===== src/rtl/npc_pkg.sv =====
// ============================================================================
// Package : npc_pkg
// Brief   : Shared constants and next-PC operation encodings for IF-stage fetch.
// Revision: 1.0 - initial release
// ============================================================================
`default_nettype none

package npc_pkg;

   localparam int          NPC_OP_W     = 3;
   localparam logic [31:0] NPC_RESET_PC = 32'h0000_3000;
   localparam logic [31:0] NPC_EXC_VEC  = 32'h0000_4180;

   // Codes 5..7 are left undefined and behave as sequential fetch.
   typedef enum logic [NPC_OP_W-1:0] {
      NPC_PC4  = 3'd0,
      NPC_BR   = 3'd1,
      NPC_JJAL = 3'd2,
      NPC_JR   = 3'd3,
      NPC_ERET = 3'd4
   } npc_op_e;

endpackage

`default_nettype wire


===== src/rtl/npc_target_calc.sv =====
// ============================================================================
// Module  : npc_target_calc
// Brief   : Combinational non-sequential fetch target selection (BR/J/JAL/JR/ERET).
// Revision: 1.0 - initial release
// ============================================================================
`default_nettype none

module npc_target_calc
   import npc_pkg::*;
#(
   parameter int ADDR_W = 32,
   parameter int OP_W   = NPC_OP_W
) (
   input  logic [OP_W-1:0]   npc_op,
   input  logic [31:0]       instr_id,
   input  logic [ADDR_W-1:0] pc_id,
   input  logic [31:0]       ra,
   input  logic [ADDR_W-1:0] epc,
   output logic [ADDR_W-1:0] target
);

   logic [ADDR_W-1:0] pc_plus4;
   logic [ADDR_W-1:0] br_off;
   logic              unused_instr_hi;

   assign pc_plus4        = pc_id + ADDR_W'(4);
   assign br_off          = {{(ADDR_W-18){instr_id[15]}}, instr_id[15:0], 2'b00};
   assign unused_instr_hi = ^instr_id[31:26];

   // Branch and jump bases are the delay-slot address, not pc_id itself.
   always_comb begin
      target = pc_plus4;
      case (npc_op)
         NPC_BR:   target = pc_plus4 + br_off;
         NPC_JJAL: target = {pc_plus4[ADDR_W-1:28], instr_id[25:0], 2'b00};
         NPC_JR:   target = ra[ADDR_W-1:0];
         NPC_ERET: target = epc;
         default:  target = pc_plus4;
      endcase
   end

endmodule

`default_nettype wire


===== src/rtl/pc_fetch_ctrl.sv =====
// ============================================================================
// Module  : pc_fetch_ctrl
// Brief   : IF-stage PC owner with stall/IMEM-wait handling and held redirects.
//           Optional macro NPC_ALIGN_CHK_EN: word-align JR/ERET targets and flag
//           misalignment in a sticky status bit.
// Revision: 1.0 - initial release
// ============================================================================
`default_nettype none

module pc_fetch_ctrl
   import npc_pkg::*;
#(
   parameter int               ADDR_W   = 32,
   parameter logic [ADDR_W-1:0] RESET_PC = ADDR_W'(NPC_RESET_PC),
   parameter logic [ADDR_W-1:0] EXC_VEC  = ADDR_W'(NPC_EXC_VEC),
   parameter int               OP_W     = NPC_OP_W
) (
   input  logic              clk,
   input  logic              reset,
   input  logic              stall,
   input  logic              if_ready,
   input  logic [OP_W-1:0]   npc_op,
   input  logic              br_taken,
   input  logic [31:0]       instr_id,
   input  logic [ADDR_W-1:0] pc_id,
   input  logic [31:0]       ra,
   input  logic              exc_req,
   input  logic [ADDR_W-1:0] epc,
   output logic [ADDR_W-1:0] pc,
   output logic              redirect,
   output logic              misalign
);

   logic [ADDR_W-1:0] target;
   logic [ADDR_W-1:0] tgt_eff;
   logic              adv;
   logic              redir_req;

   logic [ADDR_W-1:0] pc_q, pc_d;
   logic [ADDR_W-1:0] pend_tgt_q, pend_tgt_d;
   logic              pend_v_q, pend_v_d;
   logic              redirect_q, redirect_d;

   npc_target_calc #(
      .ADDR_W (ADDR_W),
      .OP_W   (OP_W)
   ) u_target_calc (
      .npc_op   (npc_op),
      .instr_id (instr_id),
      .pc_id    (pc_id),
      .ra       (ra),
      .epc      (epc),
      .target   (target)
   );

   assign adv       = !stall && if_ready;
   assign redir_req = !stall && ((npc_op == NPC_JJAL) || (npc_op == NPC_JR) ||
                                 (npc_op == NPC_ERET) || ((npc_op == NPC_BR) && br_taken));

`ifdef NPC_ALIGN_CHK_EN
   assign tgt_eff = {target[ADDR_W-1:2], 2'b00};
`else
   assign tgt_eff = target;
`endif

   // A redirect seen while IMEM is busy is parked and wins the next advance.
   always_comb begin
      pc_d       = pc_q;
      pend_v_d   = pend_v_q;
      pend_tgt_d = pend_tgt_q;
      redirect_d = 1'b0;
      if (exc_req) begin
         pc_d       = EXC_VEC;
         pend_v_d   = 1'b0;
         redirect_d = 1'b1;
      end else if (adv) begin
         if (pend_v_q) begin
            pc_d       = pend_tgt_q;
            pend_v_d   = 1'b0;
            redirect_d = 1'b1;
         end else if (redir_req) begin
            pc_d       = tgt_eff;
            redirect_d = 1'b1;
         end else begin
            pc_d       = pc_q + ADDR_W'(4);
         end
      end else if (redir_req) begin
         pend_tgt_d = tgt_eff;
         pend_v_d   = 1'b1;
      end
   end

   always_ff @(posedge clk) begin
      if (reset) begin
         pc_q       <= RESET_PC;
         pend_v_q   <= 1'b0;
         pend_tgt_q <= '0;
         redirect_q <= 1'b0;
      end else begin
         pc_q       <= pc_d;
         pend_v_q   <= pend_v_d;
         pend_tgt_q <= pend_tgt_d;
         redirect_q <= redirect_d;
      end
   end

   assign pc       = pc_q;
   assign redirect = redirect_q;

`ifdef NPC_ALIGN_CHK_EN
   logic is_jr_eret;
   logic mis_now;
   logic pend_mis_q, pend_mis_d;
   logic misalign_q, misalign_d;

   assign is_jr_eret = (npc_op == NPC_JR) || (npc_op == NPC_ERET);
   assign mis_now    = is_jr_eret && (target[1:0] != 2'b00);

   // The flag is raised only when the offending target is actually loaded.
   always_comb begin
      pend_mis_d = pend_mis_q;
      misalign_d = misalign_q;
      if (exc_req) begin
         pend_mis_d = 1'b0;
      end else if (adv) begin
         if (pend_v_q) begin
            misalign_d = misalign_q | pend_mis_q;
            pend_mis_d = 1'b0;
         end else if (redir_req) begin
            misalign_d = misalign_q | mis_now;
         end
      end else if (redir_req) begin
         pend_mis_d = mis_now;
      end
   end

   always_ff @(posedge clk) begin
      if (reset) begin
         pend_mis_q <= 1'b0;
         misalign_q <= 1'b0;
      end else begin
         pend_mis_q <= pend_mis_d;
         misalign_q <= misalign_d;
      end
   end

   assign misalign = misalign_q;
`else
   assign misalign = 1'b0;
`endif

endmodule

`default_nettype wire

===== config.mk =====
export PLATFORM = sky130hd
export DESIGN_NAME = pc_fetch_ctrl
export DESIGN_NICKNAME = d
export VERILOG_FILES = /design/src/rtl/npc_pkg.sv /design/src/rtl/npc_target_calc.sv /design/src/rtl/pc_fetch_ctrl.sv
export SDC_FILE = /design/constraint.sdc
export NUM_CORES = 1
export LEC_CHECK = 0
export BUFFER_PORTS_ARGS = -buffer_cell sky130_fd_sc_hd__buf_2
export CAP_MARGIN = 40
export CORE_AREA = 2 2 171 173
export CTS_CLUSTER_DIAMETER = 120
export DETAILED_ROUTE_END_ITERATION = 6
export DIE_AREA = 0 0 173 175
export GPL_TIMING_DRIVEN = 0
export PLACE_DENSITY = 0.45
export SETUP_SLACK_MARGIN = 0.2
export SKIP_LAST_GASP = 1
export SYNTH_ARGS = -nofsm -noshare
export SYNTH_HDL_FRONTEND = slang
export SYNTH_SLANG_ARGS = --single-unit

===== constraint.sdc =====
create_clock -name clk -period 9.8 [get_ports clk]
set_input_delay 1.96 -clock clk [delete_from_list [all_inputs] [get_ports clk]]
set_output_delay 1.96 -clock clk [all_outputs]
set_load 0.1 [all_outputs]

## Yosys cells after proc, flatten, opt, wreduce, memory -nomap -nowiden

Index checks and enable logic that the tools add are counted.

| storage, ports and cells | value |
|---|---|
| register bits after elaboration | 66 |
| output and inout bits | 34 |
| logic and storage cells | 34 |

| operators by class | value |
|---|---|
| add/sub/neg operators | 3 |
| eq/ne operators | 4 |
| mux-type cells | 9 |
| bitwise operators | 2 |
| reduce and logical (&&, ||, !) cells | 11 |

Operators by type and width:

| cell | number |
|---|---|
| one-hot mux 32 bit (4 select lines) | 1 |
| adder 32 x 3 -> 32 bit, second input constant | 2 |
| 2-to-1 mux 32 bit | 2 |
| adder 32 bit | 1 |
| 2-to-1 mux 15 bit | 2 |
| == test 3 x 2 -> 1 bit, second input constant | 2 |
| 2-to-1 mux 1 bit | 4 |
| == test 3 x 1 -> 1 bit, second input constant | 1 |
| == test 3 bit, second input constant | 1 |
| logical AND 1 bit | 3 |
| logical OR 1 bit | 3 |
| AND reduction 3 bit | 1 |
| OR reduction 3 bit | 1 |
| inverter 1 bit | 2 |
| nonzero test 2 bit | 1 |
| OR reduction 2 bit | 1 |
| logical NOT 1 bit | 1 |

## Longest topological paths before layout

| depth | value |
|---|---|
| depth in word-level cells | 9 |
| gate-level depth with buffers | 16 |

## Modules after synthesis

A second synthesis with hierarchy kept.

| second synthesis, totals | value |
|---|---|
| cell total of the unflattened synthesis | 994 |
| area, all modules | 6855.3 um^2 |

Modules (own cells, without submodules):

| module | times used | cells each | area each (um^2) |
|---|---|---|---|
| pc_fetch_ctrl | 1 | 477 | 3592.2 |
| npc_target_calc | 1 | 517 | 3263.1 |

## Worst setup path before layout

OpenSTA, ideal clock, no wires.

| path | value |
|---|---|
| path kind | input -> register |
| start point | input pc_id[8] |
| end point | register pc_q[26] (netlist: pc[26]) |
| library setup time | 91 ps |
| data arrival time | 4776 ps |
| path slack | 4933 ps |
| stages on the path | 15 |
| path buffers | 1 |
| cell sequence | and4_1 nand4_1 nor2_1 and3_1 xor2_1 ha_1 clkbuf_1 nand4_1 nor2_1 a211o_1 a31o_2 nor3_1 xnor2_1 a21oi_1 a311oi_1 |

| between the ends | value |
|---|---|
| word-level cells in the longest chain between the ends | 5 |

Ends and longest elaborated chain:

| what | RTL line | source |
|---|---|---|
| start: declaration | pc_fetch_ctrl.sv:25 | `input logic [ADDR_W-1:0] pc_id,` |
| adder 32 x 3 -> 32 bit (*) | npc_target_calc.sv:26 | `assign pc_plus4 = pc_id + ADDR_W'(4);` |
| adder 32 bit | npc_target_calc.sv:34 | `NPC_BR: target = pc_plus4 + br_off;` |
| one-hot mux 32 bit (4 select lines) (*) | npc_target_calc.sv:33 | `case (npc_op)` |
| 2-to-1 mux 32 bit (*) | pc_fetch_ctrl.sv:81 | `end else if (redir_req) begin` |
| 2-to-1 mux 32 bit (*) | pc_fetch_ctrl.sv:77 | `if (pend_v_q) begin` |
| end signal: assignment | pc_fetch_ctrl.sv:100 | `pc_q <= pc_d;` |
| end: declaration | pc_fetch_ctrl.sv:39 | `logic [ADDR_W-1:0] pc_q, pc_d;` |

Mark *: on every way between the ends. The rest lies on a longest branch, timed or not.
A chain may end at the register's enable or synchronous reset.

## Final worst setup path

Ends and elaborated chain as after synthesis.

==> run_summary.xml <==
<?xml version="1.0" encoding="UTF-8"?>
<metrics>
  <group name="run_status">
    <metric name="status" unit="">completed</metric>
  </group>
  <group name="sta">
    <metric name="finalWorstPathRequiredPeriod" unit="ns">5.67</metric>
    <metric name="slew_headroom" unit="%">41.1</metric>
    <metric name="finalHoldViolCount" unit="">0</metric>
    <metric name="setup_ws" unit="ns">4.13</metric>
    <metric name="grt_setup_unrepaired" unit="">false</metric>
    <metric name="slew_violations" unit="">0</metric>
    <metric name="finalClockSkew" unit="ns">0.00574</metric>
    <metric name="setup_viol_count_final" unit="">0</metric>
    <metric name="worst_pin_slew" unit="ns">0.884</metric>
    <metric name="layout_worst_path_cycle_share" unit="%">57.8</metric>
    <metric name="timing.fmax" unit="GHz">0.176</metric>
    <metric name="finalSetupTns" unit="ns">0</metric>
  </group>
  <group name="cts">
    <metric name="clock_tree.htree_level_count" unit="">3</metric>
    <metric name="clk_root_buffer_cell" unit="">sky130_fd_sc_hd__clkbuf_16</metric>
    <metric name="clk_transition_reported_paths" unit="ns">0.06</metric>
    <metric name="clkLatencyLatePin" unit="ns">0.34</metric>
    <metric name="clock_tree_from_tritoncts" unit="">yes</metric>
    <metric name="clkSinkCount" unit="">66</metric>
    <metric name="cts_hold_repair.buffers" unit="">0</metric>
    <metric name="postCtsResizedCells" unit="">0</metric>
    <metric name="cts_buffers" unit="">9</metric>
    <metric name="ctsLongestPathBuffers" unit="">2</metric>
    <metric name="postCtsSetupBuffers" unit="">0</metric>
  </group>
  <group name="yosys">
    <metric name="post_synth_xor_area_fraction" unit="%">8.64</metric>
    <metric name="ys_warn_count" unit="">0</metric>
    <metric name="synth_adder_area_share" unit="%">6.90</metric>
    <metric name="syn_area" unit="um^2">7000</metric>
    <metric name="largest_family_of_logic_cells_by_synthesized_area" unit="">compound AO/OA/AOI/OAI gates</metric>
    <metric name="syn-mean-instance-area" unit="um^2">7.12</metric>
    <metric name="synthesized_net_count" unit="">1158</metric>
    <metric name="ys_ff_latch" unit="">66</metric>
    <metric name="synth_compound_gate_area_share" unit="%">33.1</metric>
    <metric name="synth_top_flop_cell" unit="">sky130_fd_sc_hd__dfxtp_1</metric>
    <metric name="synth_edf_count" unit="">0</metric>
    <metric name="yosys.area_share.simple" unit="%">25.3</metric>
    <metric name="yosys.cell_types.count" unit="">74</metric>
    <metric name="postSynth.asyncResetShare" unit="%">0</metric>
    <metric name="synth.mux.area_fraction" unit="%">1.79</metric>
    <metric name="syn_inst" unit="">983</metric>
    <metric name="seq_area_frac_synth" unit="%">18.9</metric>
  </group>
  <group name="routing">
    <metric name="number_of_vias_in_the_routed_layout" unit="">8356</metric>
    <metric name="detail_route.iter0.violations" unit="">756</metric>
    <metric name="vias_per_cell" unit="">5.41</metric>
    <metric name="drt_first_pass_iters" unit="">5</metric>
    <metric name="routed_wirelength" unit="um">33100</metric>
    <metric name="routedWlPerCell" unit="um">21.4</metric>
    <metric name="drc" unit="">0</metric>
    <metric name="drtAntennaViolNets" unit="">0</metric>
  </group>
  <group name="critical_path">
    <metric name="worstPathMaxFanout" unit="">8</metric>
    <metric name="timing.critical_path.from_type" unit="">primary input</metric>
    <metric name="cpPeakStageDelay" unit="ns">0.41</metric>
    <metric name="crit_family" unit="">simple AND/OR/NAND/NOR gates</metric>
    <metric name="type_of_element_capturing_the_critical_path" unit="">flip-flop</metric>
    <metric name="criticalPathCategory" unit="">in2reg</metric>
    <metric name="sum_of_buffers_and_inverters_on_the_critical_path" unit="">2</metric>
    <metric name="critical_path_arrival" unit="ns">5.87</metric>
    <metric name="required_arrival_time_at_the_worst_endpoint" unit="ns">10.00</metric>
    <metric name="timing.critical_path.cells" unit="">buf_2, and4_1, nand4_1, nor2_1, and3_1, xor2_1, ha_1, clkbuf_1, nand4_1, nor2_1, a211o_1, a31o_2, nor3_1, xnor2_1, a21oi_1, a311oi_1</metric>
    <metric name="cp_slowest_cell" unit="">sky130_fd_sc_hd__a21oi_1</metric>
  </group>
  <group name="global_route">
    <metric name="grt.met2_usage" unit="%">33.6</metric>
    <metric name="number_of_global_route_vias_before_repair" unit="">7822</metric>
    <metric name="global_route.overflow_total" unit="">0</metric>
    <metric name="track_usage" unit="%">21.0</metric>
    <metric name="globalRouteMet3Util" unit="%">1.74</metric>
    <metric name="grtUsageMet1" unit="%">30.5</metric>
    <metric name="global_route.peak_usage_layer" unit="">met2</metric>
    <metric name="antenna_found_initial" unit="">0</metric>
    <metric name="grt_first_pass_wirelength" unit="um">48900</metric>
    <metric name="maximum_number_of_pins_on_one_net_before_global_route_repair" unit="">22</metric>
  </group>
  <group name="pwr">
    <metric name="cellInternalPower" unit="mW">0.604</metric>
    <metric name="power.net_switching" unit="mW">0.393</metric>
    <metric name="power.leakage" unit="nW">3.42</metric>
    <metric name="clockPowerShare" unit="%">33.1</metric>
    <metric name="vdd.ir_drop.worst" unit="uV">81.5</metric>
    <metric name="power.switching_fraction" unit="%">39.4</metric>
    <metric name="powerDensity" unit="nW/um^2">116</metric>
    <metric name="share_comb_of_total_power" unit="%">37.7</metric>
    <metric name="sequentialPowerShare" unit="%">29.2</metric>
  </group>
  <group name="die">
    <metric name="design.core.area" unit="um^2">28400</metric>
    <metric name="die_height" unit="um">175</metric>
    <metric name="std_cell_rows" unit="">62</metric>
    <metric name="design.portCount" unit="">171</metric>
    <metric name="chipWidth" unit="um">173</metric>
    <metric name="die-area" unit="um^2">30300</metric>
    <metric name="initial_core_utilization" unit="%">24.6</metric>
  </group>
  <group name="layout">
    <metric name="final.fill_count" unit="">3240</metric>
    <metric name="flow.area_growth_from_synthesis" unit="%">22.8</metric>
    <metric name="finish.net_count" unit="">1331</metric>
    <metric name="antenna_cells_inserted" unit="">0</metric>
    <metric name="drive_above_1_share" unit="%">17.6</metric>
  </group>
  <group name="placement">
    <metric name="io_buffers" unit="">159</metric>
    <metric name="preCtsSetupSlack" unit="ns">3.89</metric>
    <metric name="detailedPlacementHpwl" unit="um">26800</metric>
    <metric name="gp_congestion" unit="">0.930</metric>
  </group>
  <group name="worst_hold_path">
    <metric name="worstHoldPathType" unit="">reg2reg</metric>
  </group>
  <group name="run">
    <metric name="maxCapViolations" unit="">0</metric>
  </group>
</metrics>
## power groups by stage
stage | Combinational [mW] | Sequential, mW | Clock [mW]
after global placement | 0.372 | 0.297 | 0
after floorplan | 0.203 | 0.331 | 0
final | 0.376 | 0.291 | 0.330
after detailed placement | 0.371 | 0.297 | 0
after global routing | 0.407 | 0.293 | 0.342
after CTS | 0.373 | 0.291 | 0.330
## synthesized netlist by cell type (9+ instances only)
cell | count | area [um^2]
sky130_fd_sc_hd__nor3_1 | 34 | 170
sky130_fd_sc_hd__nand2b_1 | 10 | 62.6
sky130_fd_sc_hd__a21o_1 | 16 | 120
sky130_fd_sc_hd__a211oi_1 | 28 | 210
sky130_fd_sc_hd__xnor2_1 | 42 | 368
sky130_fd_sc_hd__nand4_1 | 26 | 163
sky130_fd_sc_hd__nand3_1 | 38 | 190
sky130_fd_sc_hd__a31oi_1 | 12 | 75.1
sky130_fd_sc_hd__inv_1 | 22 | 82.6
sky130_fd_sc_hd__o21ai_0 | 73 | 365
sky130_fd_sc_hd__a21oi_1 | 93 | 465
sky130_fd_sc_hd__clkbuf_1 | 56 | 210
sky130_fd_sc_hd__a221o_1 | 11 | 110
sky130_fd_sc_hd__and3_1 | 14 | 87.6
sky130_fd_sc_hd__ha_1 | 37 | 463
sky130_fd_sc_hd__buf_2 | 10 | 50.1
sky130_fd_sc_hd__nor2_1 | 98 | 368
sky130_fd_sc_hd__a22oi_1 | 24 | 180
sky130_fd_sc_hd__dfxtp_1 | 66 | 1320
sky130_fd_sc_hd__nand2_1 | 79 | 297
sky130_fd_sc_hd__xor2_1 | 27 | 236
sky130_fd_sc_hd__and4_1 | 9 | 78.8
sky130_fd_sc_hd__a221oi_1 | 14 | 123
sky130_fd_sc_hd__o211ai_1 | 12 | 90.1
## area by class of cell
cell class / instances / area, um^2 / area share [%]
buffer: 70 / 287 / 3.34
clock buffer: 10 / 239 / 2.78
clock inverter: 5 / 55.1 / 0.641
inverter: 23 / 86.3 / 1.01
multi-input combinational: 824 / 5300 / 61.7
sequential: 66 / 1320 / 15.4
tap: 384 / 480 / 5.59
timing repair buffer: 162 / 818 / 9.53
## layer usage
metal | routed length, um | share of wire [%]
met1 | 16000 | 48
met2 | 14800 | 45
met3 | 1600 | 4.8
met4 | 635 | 1.9
met5 | 0 | 0
## path summary, 6_finish.rpt
kind              cells after the start                     endpoint  slack, ns                         from
setup / recovery                     16          pc[26]$_SDFFE_PP0P_       4.13                     pc_id[8]
hold / removal                        2  pend_tgt_q[31]$_SDFFE_PP0P_       0.48  pend_tgt_q[31]$_SDFFE_PP0P_
setup reg to reg                     10          pc[28]$_SDFFE_PP0P_       6.82           pc[2]$_SDFFE_PP0P_
hold reg to reg                       2  pend_tgt_q[31]$_SDFFE_PP0P_       0.48  pend_tgt_q[31]$_SDFFE_PP0P_
## stage by stage
step	total power, mW	cells	cell area [um^2]	hold WS (ns)	utilization, %
after floorplan	0.534	983	7000	0.432	-
after global placement	0.669	1526	8270	0.461	29.1
after detailed placement	0.668	1529	8300	0.464	29.2
after CTS	0.995	1544	8590	0.474	30.3
after global routing	1.04	1544	8590	0.497	30.3
final	0.997	1544	8590	0.478	30.3
## worst reg2reg max path, stage by stage, from the launching register on
cell and delay [ns]:
sky130_fd_sc_hd__dfxtp_1 0.44, sky130_fd_sc_hd__ha_1 0.23, sky130_fd_sc_hd__and3_1 0.17, sky130_fd_sc_hd__clkbuf_1 0.22, sky130_fd_sc_hd__nand2_1 0.20, sky130_fd_sc_hd__nor4_4 0.62, sky130_fd_sc_hd__nand3_1 0.18, sky130_fd_sc_hd__xnor2_1 0.17
sky130_fd_sc_hd__a221o_1 0.34, sky130_fd_sc_hd__nor3_1 0.19, sky130_fd_sc_hd__a21oi_1 0.10
## cells in the final DEF, fill, tap and decap left out, types with 6 or more instances in the layout
cell type                   count
sky130_fd_sc_hd__nand4_1       26
sky130_fd_sc_hd__o221ai_1       8
sky130_fd_sc_hd__o21bai_1       6
sky130_fd_sc_hd__nand3_1       38
sky130_fd_sc_hd__o21a_1         7
sky130_fd_sc_hd__buf_2        169
sky130_fd_sc_hd__and4_1         9
sky130_fd_sc_hd__o211ai_1      12
sky130_fd_sc_hd__inv_1         22
sky130_fd_sc_hd__xor2_1        27
sky130_fd_sc_hd__o21ai_0       73
sky130_fd_sc_hd__ha_1          37
sky130_fd_sc_hd__a31oi_1       12
sky130_fd_sc_hd__nor2b_1        8
sky130_fd_sc_hd__a221o_1       11
sky130_fd_sc_hd__o31ai_1        6
sky130_fd_sc_hd__nor2_1        98
sky130_fd_sc_hd__nor3_1        34
sky130_fd_sc_hd__dfxtp_1       66
sky130_fd_sc_hd__a211oi_1      28
sky130_fd_sc_hd__or3_1          7
sky130_fd_sc_hd__a22oi_1       24
sky130_fd_sc_hd__a21oi_1       93
sky130_fd_sc_hd__mux2i_1        8
sky130_fd_sc_hd__nand2_1       79
sky130_fd_sc_hd__and3_1        14
sky130_fd_sc_hd__clkbuf_16      9
sky130_fd_sc_hd__and2_1         8
sky130_fd_sc_hd__clkbuf_1      56
sky130_fd_sc_hd__xnor2_1       42
sky130_fd_sc_hd__a21o_1        16
sky130_fd_sc_hd__nand2b_1      10
sky130_fd_sc_hd__a221oi_1      14
## flip-flops by register name (all words and copies together), names as in the netlist, named ones only
| signal | count |
|---|---|
| pc | 30 |
| pend_tgt_q | 32 |
| pend_v_q | 1 |
| redirect | 1 |
## cell families (layout without fill, tap and decap cells)
| logic type | Yosys count | after routing |
|---|---|---|
| XOR/XNOR | 69 | 69 |
| flip-flops | 66 | 66 |
| multiplexers | 12 | 12 |
| buffers and inverters | 93 | 270 |
| AND/OR/NAND/NOR | 353 | 353 |
| AO/OA/AOI/OAI | 351 | 351 |
| adder cells (fa/ha/maj) | 38 | 38 |
| other | 1 | 1 |
No activity file was read; power rests on OpenSTA's default activity.
